<file path="config.mk">
export PLATFORM = sky130hd
export DESIGN_NAME = psum_gb_bank_flat
export DESIGN_NICKNAME = d
export VERILOG_FILES = /design/src/rtl/ts3d_gb_pkg.sv /design/src/rtl/psum_gb_bank_if.sv /design/src/rtl/psum_ring_fifo.sv /design/src/rtl/psum_gb_bank.sv /design/src/flat_wrapper.sv
export SDC_FILE = /design/constraint.sdc
export NUM_CORES = 2
export LEC_CHECK = 0
export ABC_AREA = 1
export BUFFER_PORTS_ARGS = -buffer_cell sky130_fd_sc_hd__buf_2
export CAP_MARGIN = 5
export CELL_PAD_IN_SITES_DETAIL_PLACEMENT = 1
export CELL_PAD_IN_SITES_GLOBAL_PLACEMENT = 2
export CORE_UTILIZATION = 46
export DETAILED_ROUTE_END_ITERATION = 8
export PLACE_DENSITY = 0.84
export REMOVE_ABC_BUFFERS = 1
export SLEW_MARGIN = 40
export SYNTH_ARGS = -nofsm -noshare
export SYNTH_HDL_FRONTEND = slang
export SYNTH_SLANG_ARGS = --single-unit
</file>
<file path="constraint.sdc">
create_clock -name clk -period 10.8 [get_ports clk]
set_input_delay 1.08 -clock clk [delete_from_list [all_inputs] [get_ports clk]]
set_output_delay 1.08 -clock clk [all_outputs]
set_load 0.01 [all_outputs]
</file>
<file path="src/rtl/ts3d_gb_pkg.sv">
// ----------------------------------------------------------------------------
// Module  : ts3d_gb_pkg
// Purpose : Shared constants and types for the global-buffer banks.
// Rev     : 1.0
// ----------------------------------------------------------------------------
`default_nettype none

package ts3d_gb_pkg;

  localparam int unsigned PSUM_WIDTH_DEFAULT = 24;
  localparam int unsigned NUM_PSUM_LANE      = 3;

  typedef enum logic [0:0] {
    IDLE = 1'b0,
    RUN  = 1'b1
  } psum_gb_state_e;

endpackage

`default_nettype wire

</file>
<file path="src/rtl/psum_gb_bank_if.sv">
// ----------------------------------------------------------------------------
// Module  : psum_gb_bank_if
// Purpose : PEB read/write and output-path handshakes of one psum bank.
// Rev     : 1.0
// ----------------------------------------------------------------------------
`default_nettype none

interface psum_gb_bank_if
  import ts3d_gb_pkg::*;
#(
  parameter int PSUM_WIDTH = PSUM_WIDTH_DEFAULT
);

  logic                  GBPSUM_val;
  logic [PSUM_WIDTH-1:0] GBPSUM_data;
  logic                  PSUMGB_rdy;
  logic                  PSUMGB_val;
  logic [PSUM_WIDTH-1:0] PSUMGB_data;
  logic                  GBPSUM_rdy;
  logic                  OUT_val;
  logic [PSUM_WIDTH-1:0] OUT_data;
  logic                  OUT_rdy;

  // master is the bank, slave is the PEB / output-path side
  modport master (
    output GBPSUM_val, GBPSUM_data, GBPSUM_rdy, OUT_val, OUT_data,
    input  PSUMGB_rdy, PSUMGB_val, PSUMGB_data, OUT_rdy
  );

  modport slave (
    input  GBPSUM_val, GBPSUM_data, GBPSUM_rdy, OUT_val, OUT_data,
    output PSUMGB_rdy, PSUMGB_val, PSUMGB_data, OUT_rdy
  );

endinterface

`default_nettype wire

</file>
<file path="src/rtl/psum_ring_fifo.sv">
// ----------------------------------------------------------------------------
// Module  : psum_ring_fifo
// Purpose : Ring-buffer psum storage with pointers that persist across passes.
// Rev     : 1.0
// ----------------------------------------------------------------------------
`default_nettype none

module psum_ring_fifo
  import ts3d_gb_pkg::*;
#(
  parameter int WIDTH = PSUM_WIDTH_DEFAULT,
  parameter int DEPTH = 64
) (
  input  logic             clk,
  input  logic             rst_n,
  input  logic             i_push,
  input  logic [WIDTH-1:0] i_push_data,
  input  logic             i_pop,
  output logic [WIDTH-1:0] o_rd_data,
  output logic             o_full,
  output logic             o_empty
);

  localparam int c_ptr_w = $clog2(DEPTH);
  localparam int c_cnt_w = c_ptr_w + 1;

  logic [WIDTH-1:0]   r_mem [DEPTH];
  logic [c_ptr_w-1:0] r_rd_ptr;
  logic [c_ptr_w-1:0] r_wr_ptr;
  logic [c_cnt_w-1:0] r_count;
  logic               w_do_push;
  logic               w_do_pop;

  // Full/empty reflect the registered count only, so there is no bypass.
  assign o_full    = (r_count == c_cnt_w'(DEPTH));
  assign o_empty   = (r_count == '0);
  assign w_do_push = i_push & ~o_full;
  assign w_do_pop  = i_pop & ~o_empty;
  assign o_rd_data = r_mem[r_rd_ptr];

  always_ff @(posedge clk) begin
    if (w_do_push) begin
      r_mem[r_wr_ptr] <= i_push_data;
    end
  end

  // Power-of-two depth lets the pointers wrap by natural overflow.
  always_ff @(posedge clk or negedge rst_n) begin
    if (!rst_n) begin
      r_rd_ptr <= '0;
      r_wr_ptr <= '0;
      r_count  <= '0;
    end else begin
      if (w_do_push) begin
        r_wr_ptr <= r_wr_ptr + c_ptr_w'(1);
      end
      if (w_do_pop) begin
        r_rd_ptr <= r_rd_ptr + c_ptr_w'(1);
      end
      case ({w_do_push, w_do_pop})
        2'b10:   r_count <= r_count + c_cnt_w'(1);
        2'b01:   r_count <= r_count - c_cnt_w'(1);
        default: r_count <= r_count;
      endcase
    end
  end

endmodule

`default_nettype wire

</file>
<file path="src/rtl/psum_gb_bank.sv">
// ----------------------------------------------------------------------------
// Module  : psum_gb_bank
// Purpose : Psum global-buffer bank for one PEB lane with first/last-pass steering.
// Rev     : 1.0
// ----------------------------------------------------------------------------
`default_nettype none

module psum_gb_bank
  import ts3d_gb_pkg::*;
#(
  parameter int PSUM_WIDTH = PSUM_WIDTH_DEFAULT,
  parameter int DEPTH      = 64,
  parameter int LEN_WIDTH  = 7
) (
  input  logic                 clk,
  input  logic                 rst_n,
  input  logic                 next_block,
  input  logic [LEN_WIDTH-1:0] cfg_len,
  input  logic                 cfg_first,
  input  logic                 cfg_last,
  psum_gb_bank_if.master       bus,
  output logic                 blk_done,
  output logic                 busy
);

  psum_gb_state_e        r_state;
  logic [LEN_WIDTH-1:0]  r_len;
  logic [LEN_WIDTH-1:0]  r_rd_cnt;
  logic [LEN_WIDTH-1:0]  r_wr_cnt;
  logic                  r_first;
  logic                  r_last;

  logic                  w_run;
  logic                  w_rd_active;
  logic                  w_wr_active;
  logic                  w_rd_hs;
  logic                  w_wr_hs;
  logic                  w_wr_done;
  logic                  w_full;
  logic                  w_empty;
  logic [PSUM_WIDTH-1:0] w_fifo_rdata;

  assign w_run       = (r_state == RUN);
  assign w_rd_active = w_run && (r_rd_cnt < r_len);
  assign w_wr_active = w_run && (r_wr_cnt < r_len);
  assign w_rd_hs     = bus.GBPSUM_val & bus.PSUMGB_rdy;
  assign w_wr_hs     = bus.PSUMGB_val & bus.GBPSUM_rdy;
  assign w_wr_done   = w_wr_hs && ((r_wr_cnt + LEN_WIDTH'(1)) == r_len);
  assign blk_done    = w_wr_done;
  assign busy        = w_run;

  // First pass serves zeros without touching the FIFO.
  always_comb begin
    bus.GBPSUM_val  = 1'b0;
    bus.GBPSUM_data = '0;
    if (w_rd_active) begin
      if (r_first) begin
        bus.GBPSUM_val = 1'b1;
      end else begin
        bus.GBPSUM_val  = ~w_empty;
        bus.GBPSUM_data = w_empty ? '0 : w_fifo_rdata;
      end
    end
  end

  // Last pass forwards straight to the output path instead of storing.
  always_comb begin
    bus.GBPSUM_rdy = 1'b0;
    bus.OUT_val    = 1'b0;
    bus.OUT_data   = '0;
    if (w_wr_active) begin
      if (r_last) begin
        bus.OUT_val    = bus.PSUMGB_val;
        bus.OUT_data   = bus.PSUMGB_data;
        bus.GBPSUM_rdy = bus.OUT_rdy;
      end else begin
        bus.GBPSUM_rdy = ~w_full;
      end
    end
  end

  always_ff @(posedge clk or negedge rst_n) begin
    if (!rst_n) begin
      r_state  <= IDLE;
      r_len    <= '0;
      r_first  <= 1'b0;
      r_last   <= 1'b0;
      r_rd_cnt <= '0;
      r_wr_cnt <= '0;
    end else begin
      case (r_state)
        IDLE: begin
          if (next_block) begin
            r_state  <= RUN;
            r_len    <= cfg_len;
            r_first  <= cfg_first;
            r_last   <= cfg_last;
            r_rd_cnt <= '0;
            r_wr_cnt <= '0;
          end
        end
        RUN: begin
          if (w_rd_hs) begin
            r_rd_cnt <= r_rd_cnt + LEN_WIDTH'(1);
          end
          if (w_wr_hs) begin
            r_wr_cnt <= r_wr_cnt + LEN_WIDTH'(1);
          end
          if (w_wr_done) begin
            r_state <= IDLE;
          end
        end
        default: r_state <= IDLE;
      endcase
    end
  end

  psum_ring_fifo #(
    .WIDTH (PSUM_WIDTH),
    .DEPTH (DEPTH)
  ) u_fifo (
    .clk         (clk),
    .rst_n       (rst_n),
    .i_push      (w_wr_hs & ~r_last),
    .i_push_data (bus.PSUMGB_data),
    .i_pop       (w_rd_hs & ~r_first),
    .o_rd_data   (w_fifo_rdata),
    .o_full      (w_full),
    .o_empty     (w_empty)
  );

endmodule

`default_nettype wire

</file>
<file path="src/flat_wrapper.sv">
// flat-port wrapper written by rule: the top's interface ports become plain ports
module psum_gb_bank_flat import ts3d_gb_pkg::*;
#(
  parameter int PSUM_WIDTH = PSUM_WIDTH_DEFAULT,
  parameter int DEPTH      = 64,
  parameter int LEN_WIDTH  = 7
)
  (clk, rst_n, next_block, cfg_len, cfg_first, cfg_last, blk_done, busy, bus_GBPSUM_val, bus_GBPSUM_data, bus_GBPSUM_rdy, bus_OUT_val, bus_OUT_data, bus_PSUMGB_rdy, bus_PSUMGB_val, bus_PSUMGB_data, bus_OUT_rdy);
  psum_gb_bank_if #(.PSUM_WIDTH(PSUM_WIDTH)) bus_i ();
  input  logic clk;
  input  logic rst_n;
  input  logic next_block;
  input  logic [LEN_WIDTH-1:0] cfg_len;
  input  logic cfg_first;
  input  logic cfg_last;
  output logic blk_done;
  output logic busy;
  output wire logic [$bits(bus_i.GBPSUM_val)-1:0] bus_GBPSUM_val;
  output wire logic [$bits(bus_i.GBPSUM_data)-1:0] bus_GBPSUM_data;
  output wire logic [$bits(bus_i.GBPSUM_rdy)-1:0] bus_GBPSUM_rdy;
  output wire logic [$bits(bus_i.OUT_val)-1:0] bus_OUT_val;
  output wire logic [$bits(bus_i.OUT_data)-1:0] bus_OUT_data;
  input wire logic [$bits(bus_i.PSUMGB_rdy)-1:0] bus_PSUMGB_rdy;
  input wire logic [$bits(bus_i.PSUMGB_val)-1:0] bus_PSUMGB_val;
  input wire logic [$bits(bus_i.PSUMGB_data)-1:0] bus_PSUMGB_data;
  input wire logic [$bits(bus_i.OUT_rdy)-1:0] bus_OUT_rdy;
  assign bus_GBPSUM_val = bus_i.GBPSUM_val;
  assign bus_GBPSUM_data = bus_i.GBPSUM_data;
  assign bus_GBPSUM_rdy = bus_i.GBPSUM_rdy;
  assign bus_OUT_val = bus_i.OUT_val;
  assign bus_OUT_data = bus_i.OUT_data;
  assign bus_i.PSUMGB_rdy = bus_PSUMGB_rdy;
  assign bus_i.PSUMGB_val = bus_PSUMGB_val;
  assign bus_i.PSUMGB_data = bus_PSUMGB_data;
  assign bus_i.OUT_rdy = bus_OUT_rdy;
  psum_gb_bank #(.PSUM_WIDTH(PSUM_WIDTH), .DEPTH(DEPTH), .LEN_WIDTH(LEN_WIDTH)) u_core (.clk(clk), .rst_n(rst_n), .next_block(next_block), .cfg_len(cfg_len), .cfg_first(cfg_first), .cfg_last(cfg_last), .bus(bus_i), .blk_done(blk_done), .busy(busy));
endmodule
</file>
# [Yosys cells after proc, flatten, opt, wreduce, memory -nomap -nowiden]
# Memory sizes are Yosys's and may differ from the RTL's.
# Cells that the tools add are included.
[classes] n_lt_le_gt_ge=2 reduce_logical=8 muxes=22 bitwise=11 n_addsub=6 eq_ne=7
[op_table] op="$mux W24" n=5
[op_table] op="$pmux W7 S2" n=3
[op_table] op="$add A7 B1 Y7 const B" n=3
[op_table] op="$mux W7" n=3
[op_table] op="$lt A7 B7 Y1" n=2
[op_table] op="$add A6 B1 Y6 const B" n=2
[op_table] op="$mux W1" n=10
[op_table] op="$eq A7 B7 Y1" n=1
[op_table] op="$eq A7 B7 Y1 const B" n=1
[op_table] op="$logic_not A7 Y1" n=1
[op_table] op="$sub A7 B1 Y7 const B" n=1
[op_table] op="$and A1 B1 Y1" n=6
[op_table] op="$ne A2 B2 Y1 const B" n=3
[op_table] op="$reduce_and A2 Y1" n=3
[op_table] op="$not A1 Y1" n=5
[op_table] op="$logic_and A1 B1 Y1" n=3
[op_table] op="$eq A2 B1 Y1 const B" n=1
[op_table] op="$eq A2 B2 Y1 const B" n=1
[op_table] op="$pmux W1 S2" n=1
[op_table] op="$reduce_bool A2 Y1" n=1
[totals] input_bits=39 register_bits=43 elab_cells=66 memories=1 ram_bits=1536
[mem_list] memory="u_core.u_fifo.r_mem" words=64 width=24 read_ports=1 rd_ports_with_merged_regs=0 write_ports=1 line_no="psum_ring_fifo.sv:27" source="logic [WIDTH-1:0] r_mem [DEPTH];"

# [Depth between registers and ports, before layout]
[logic_depth] word_depth=9 ltp_mapped=23 ltp_nobuf=22

# [By module]
# Synthesis repeated with hierarchy kept, for this count alone.
[unflattened] hier_cells=6211 hier_area_um2=67203.2
[by_module_without_submodules] module="psum_ring_fifo" area_each_um2=65001.1 cells_per_inst=5897 n_inst=1
[by_module_without_submodules] module="psum_gb_bank" area_each_um2=2202.1 cells_per_inst=314 n_inst=1

# [Least setup slack after synthesis]
# No wires, ideal clock.
[synth_path] path_kind="input to register" start="input bus_OUT_rdy" end="memory u_core.u_fifo.r_mem[19][0] in the netlist's numbering, enable pin" setup_time_ns=0.435 path_buffers=1 required_time_ns=10.365 setup_slack_ns=6.877 path_stages=7 arrival_ns=3.488 path_cell_list="nand2_1 -> nand2_1 -> nand2_1 -> nor2_4 -> nand3_1 -> buf_2 -> nor3_1"
[synth_via] elab_chain_cells=7
[synth_rtl] element="from (decl)" line_no="flat_wrapper.sv:26" source="input wire logic [$bits(bus_i.OUT_rdy)-1:0] bus_OUT_rdy;"
[synth_rtl] element="$mux W1" line_no="psum_gb_bank.sv:72" source="if (r_last) begin"
[synth_rtl] element="$mux W1" line_no="psum_gb_bank.sv:71" source="if (w_wr_active) begin"
[synth_rtl] element="$and A1 B1 Y1" line_no="psum_gb_bank.sv:47" source="assign w_wr_hs = bus.PSUMGB_val & bus.GBPSUM_rdy;"
[synth_rtl] element="$and A1 B1 Y1" line_no="psum_gb_bank.sv:124" source=".i_push (w_wr_hs & ~r_last),"
[synth_rtl] element="$and A1 B1 Y1" line_no="psum_ring_fifo.sv:37" source="assign w_do_push = i_push & ~o_full;"
[synth_rtl] element="$mux W1" line_no="psum_ring_fifo.sv:42" source="if (w_do_push) begin"
[synth_rtl] element="$mux W1 (not written as such)" line_no="psum_ring_fifo.sv:43" source="r_mem[r_wr_ptr] <= i_push_data;"
[synth_rtl] element="to (decl)" line_no="psum_ring_fifo.sv:27"
# Every way passes these cells.

# [Final worst setup path]
[layout_path] start="register u_core.u_fifo.r_rd_ptr[0]" end="output bus_GBPSUM_data[2]"
[layout_via] elab_chain_cells=4
[layout_rtl] element="from (decl)" line_no="psum_ring_fifo.sv:28" source="logic [c_ptr_w-1:0] r_rd_ptr;"
[layout_rtl] element="from (signal assigned)" line_no="psum_ring_fifo.sv:58" source="r_rd_ptr <= r_rd_ptr + c_ptr_w'(1);"
[layout_rtl] element="$mem_v2 Z64 W24"
[layout_rtl] element="$mux W24" line_no="psum_gb_bank.sv:61" source="bus.GBPSUM_data = w_empty ? '0 : w_fifo_rdata;"
[layout_rtl] element="$mux W24" line_no="psum_gb_bank.sv:57" source="if (r_first) begin"
[layout_rtl] element="$mux W24" line_no="psum_gb_bank.sv:56" source="if (w_rd_active) begin"
[layout_rtl] element="to (decl)" line_no="flat_wrapper.sv:19" source="output wire logic [$bits(bus_i.GBPSUM_data)-1:0] bus_GBPSUM_data;"
# Every way passes these cells.

==> impl_metrics.json <==
{
  "reg2reg_slack_ps": 6840,
  "max_cap_viol_count": 0,
  "clock-root-buffer": "clkbuf_16",
  "grt_use_met3_pct": 4.09,
  "ys_seq_elements": 1579,
  "grt_max_degree": 143,
  "grt_overflow": 0,
  "rsz0062_at_grt": "no",
  "vias_per_cell": 5.60,
  "final_cell_area_um2": 74300,
  "reg2reg_depth": 23,
  "cts_setup_buffers": 0,
  "initial_utilization_pct": 46.5,
  "max_freq_ghz": 0.159,
  "ys_types": 30,
  "reg2reg_from": "u_core.r_len[6]",
  "cts.clk_slew.worst_paths_ps": 60,
  "synth_ff_type": "edfxtp_1",
  "clock_power_share_pct": 30.7,
  "synth_edf_count": 1536,
  "ir_drop_uv": 199,
  "dpl.hpwl_um": 115000,
  "antenna_left": 0,
  "synthCells": 6111,
  "wl_per_cell_um": 25.4,
  "core_area_um2": 142000,
  "grt_use_met1_pct": 37.5,
  "clockBufferDepth": 3,
  "intPower_mw": 11.3,
  "pin_count": 92,
  "drtIter0Drc": 4251,
  "hold_violations": 0,
  "relSlewSlack_pct": 38.6,
  "swShare_pct": 36.9,
  "outcome": "finished clean",
  "crit_type": "register to output pin",
  "drt_first_pass_iters": 5,
  "drc": 0,
  "use_met2_pct": 48.5,
  "placed_cells_incl_taps": 7898,
  "power_density_nw_per_um2": 242,
  "clk_latency_ps": 800,
  "die_w_um": 381,
  "cp_max_fo": 122,
  "cts_resized": 0,
  "mostFrequentLayoutCell": "nand2_1",
  "antenna_cells": 0,
  "clock_skew_ps": 20.3,
  "track_usage_pct": 28.6,
  "cts_made_buffers": 168,
  "io_buffers": 91,
  "fp.dieH_um": 381,
  "cts_tree": "done",
  "power.switching_mw": 6.63,
  "critPathArrivalTime_ps": 5210,
  "setup_tns_ps": 0,
  "layout_min_cycle_time_ps": 6290,
  "hold_buffers": 0,
  "drive_gt1_share_pct": 8.86,
  "row_count": 138,
  "synth_warnings": 0,
  "p_leak_nw": 28.4,
  "finalNonFillerCells": 8199,
  "min_path_type": "primary input to asynchronous set/reset pin",
  "busiest_layer": "met2",
  "finalCritPeriodShare_pct": 58.2,
  "antenna_found_initial": 9,
  "place_congestion": 0.850,
  "post_dp_cell_area_um2": 69100,
  "power_frac_comb_pct": 30.3,
  "r2r_end": "u_core.u_fifo.r_count[6]",
  "cts_sinks": 1579,
  "syn_area_per_cell_um2": 10.8,
  "worstPathRequired_ps": 9720,
  "mostFrequentLayoutCells": "nand2_1, edfxtp_1, nand3_1",
  "first_global_vias": 47500,
  "yosysSeqAreaShare_pct": 71.4,
  "grt_pass1_wl_um": 307000,
  "htree_levels": 4,
  "start_kind": "register",
  "setup_viol": 0,
  "cp-end-kind": "output pin",
  "ys_async_sr_fraction_pct": 2.72,
  "pwr-share-seq_pct": 38.9,
  "dieArea_um2": 145000,
  "syn_area_um2": 66100,
  "maxSlewViolCount": 0,
  "worst_slew_pin_slew_ps": 922,
  "finalWirelength_um": 208000,
  "num_vias": 45900,
  "area_growth_pct": 12.4,
  "final_net_count": 6241
}
## cell families (layout without fill, tap and decap cells)
group                      after synthesis  in the layout  synth area share [%]
and+or+nand+nor                       3538           3538                  21.6
DFF                                   1579           1579                  71.4
muxes                                    1              1                0.0170
adders and majority gates               24             24                 0.466
buffers and inverters                  618            816                  3.78
xor gates and xnor gates                18             18                 0.238
AOI/OAI and AO/OA                      333            333                  2.52
## sequential cells by signal, summed over array words and instances, names as in the netlist
| signal | cells |
|---|---|
| u_core.r_wr_cnt | 7 |
| u_core.u_fifo.r_rd_ptr | 6 |
| u_core.busy | 1 |
| u_core.r_last | 1 |
| u_core.u_fifo.r_mem | 1536 |
| u_core.r_first | 1 |
| u_core.r_rd_cnt | 7 |
| u_core.u_fifo.r_count | 7 |
| u_core.u_fifo.r_wr_ptr | 6 |
| u_core.r_len | 7 |
## worst max-delay path by stage
stage | startpoint | to | slack, ps | cells after the start
global placement | u_core.u_fifo.r_rd_ptr[1] | bus_GBPSUM_data[13] | 5120 | 11
global route | u_core.u_fifo.r_rd_ptr[0] | bus_GBPSUM_data[10] | 4210 | 11
finish | u_core.u_fifo.r_rd_ptr[0] | bus_GBPSUM_data[2] | 4510 | 13
CTS | u_core.u_fifo.r_rd_ptr[1] | bus_GBPSUM_data[13] | 4300 | 11
floorplan | u_core.u_fifo.r_rd_ptr[0] | bus_GBPSUM_data[10] | -26010 | 10
detailed placement | u_core.u_fifo.r_rd_ptr[1] | bus_GBPSUM_data[13] | 5150 | 11
## stage by stage
step                      setup WS (ps)  total power, mW  utilization (%)  hold WS [ps]
after detailed placement           5150             12.5             48.6           515
after global placement             5120             12.3             48.5           497
after floorplan                  -26010             11.1                -           475
final                              4510             18.0             52.3           398
after global routing               4210             18.8             52.3           450
after CTS                          4300             18.1             52.3           391
## power groups by stage
stage                     Sequential, mW  Clock (mW)  Combinational, mW
after global routing                7.00        5.80               5.98
after global placement              7.11           0               5.24
after floorplan                     7.43           0               3.70
after detailed placement            7.12           0               5.42
after CTS                           6.99        5.59               5.47
final                               6.99        5.52               5.45
## critical path: stages, from the launching register on
cell     delay, ps
dfrtp_4        660
inv_8          640
buf_12         480
buf_16         330
buf_6          630
nand2_1        130
nand2_1         90
nand2_1         50
nand3_1        120
nand3_1         90
nand2_1        100
a21oi_1         70
nor2_1         450
buf_2          230
## cells in the mapped netlist, drive strengths merged, types with 23 or more instances
cell type	n	share of area, %
o21ai	195	1.5
inv	277	1.6
clkbuf	137	0.78
nand3	702	5.3
nor2	576	3.3
buf	204	1.4
nand2	2200	12
ha	23	0.44
nor3	45	0.35
edfxtp	1536	70
dfrtp	43	1.6
a21oi	137	1.0
## layout make-up
cell class	count	area, um^2
fill	15100	67800
sequential	1579	47200
multi-input combinational	3914	16700
clock buffer	211	4450
tap	1890	2360
timing repair buffer	238	1810
inverter	277	1070
clock inverter	90	703
## metal layers
layer,wire (um),vias to the layer above
met5,0,-
met1,86000,23400
met3,12200,323
li1,-,20700
met2,102000,1386
met4,7470,0
Note: power is estimated with default switching activity, not from simulation.
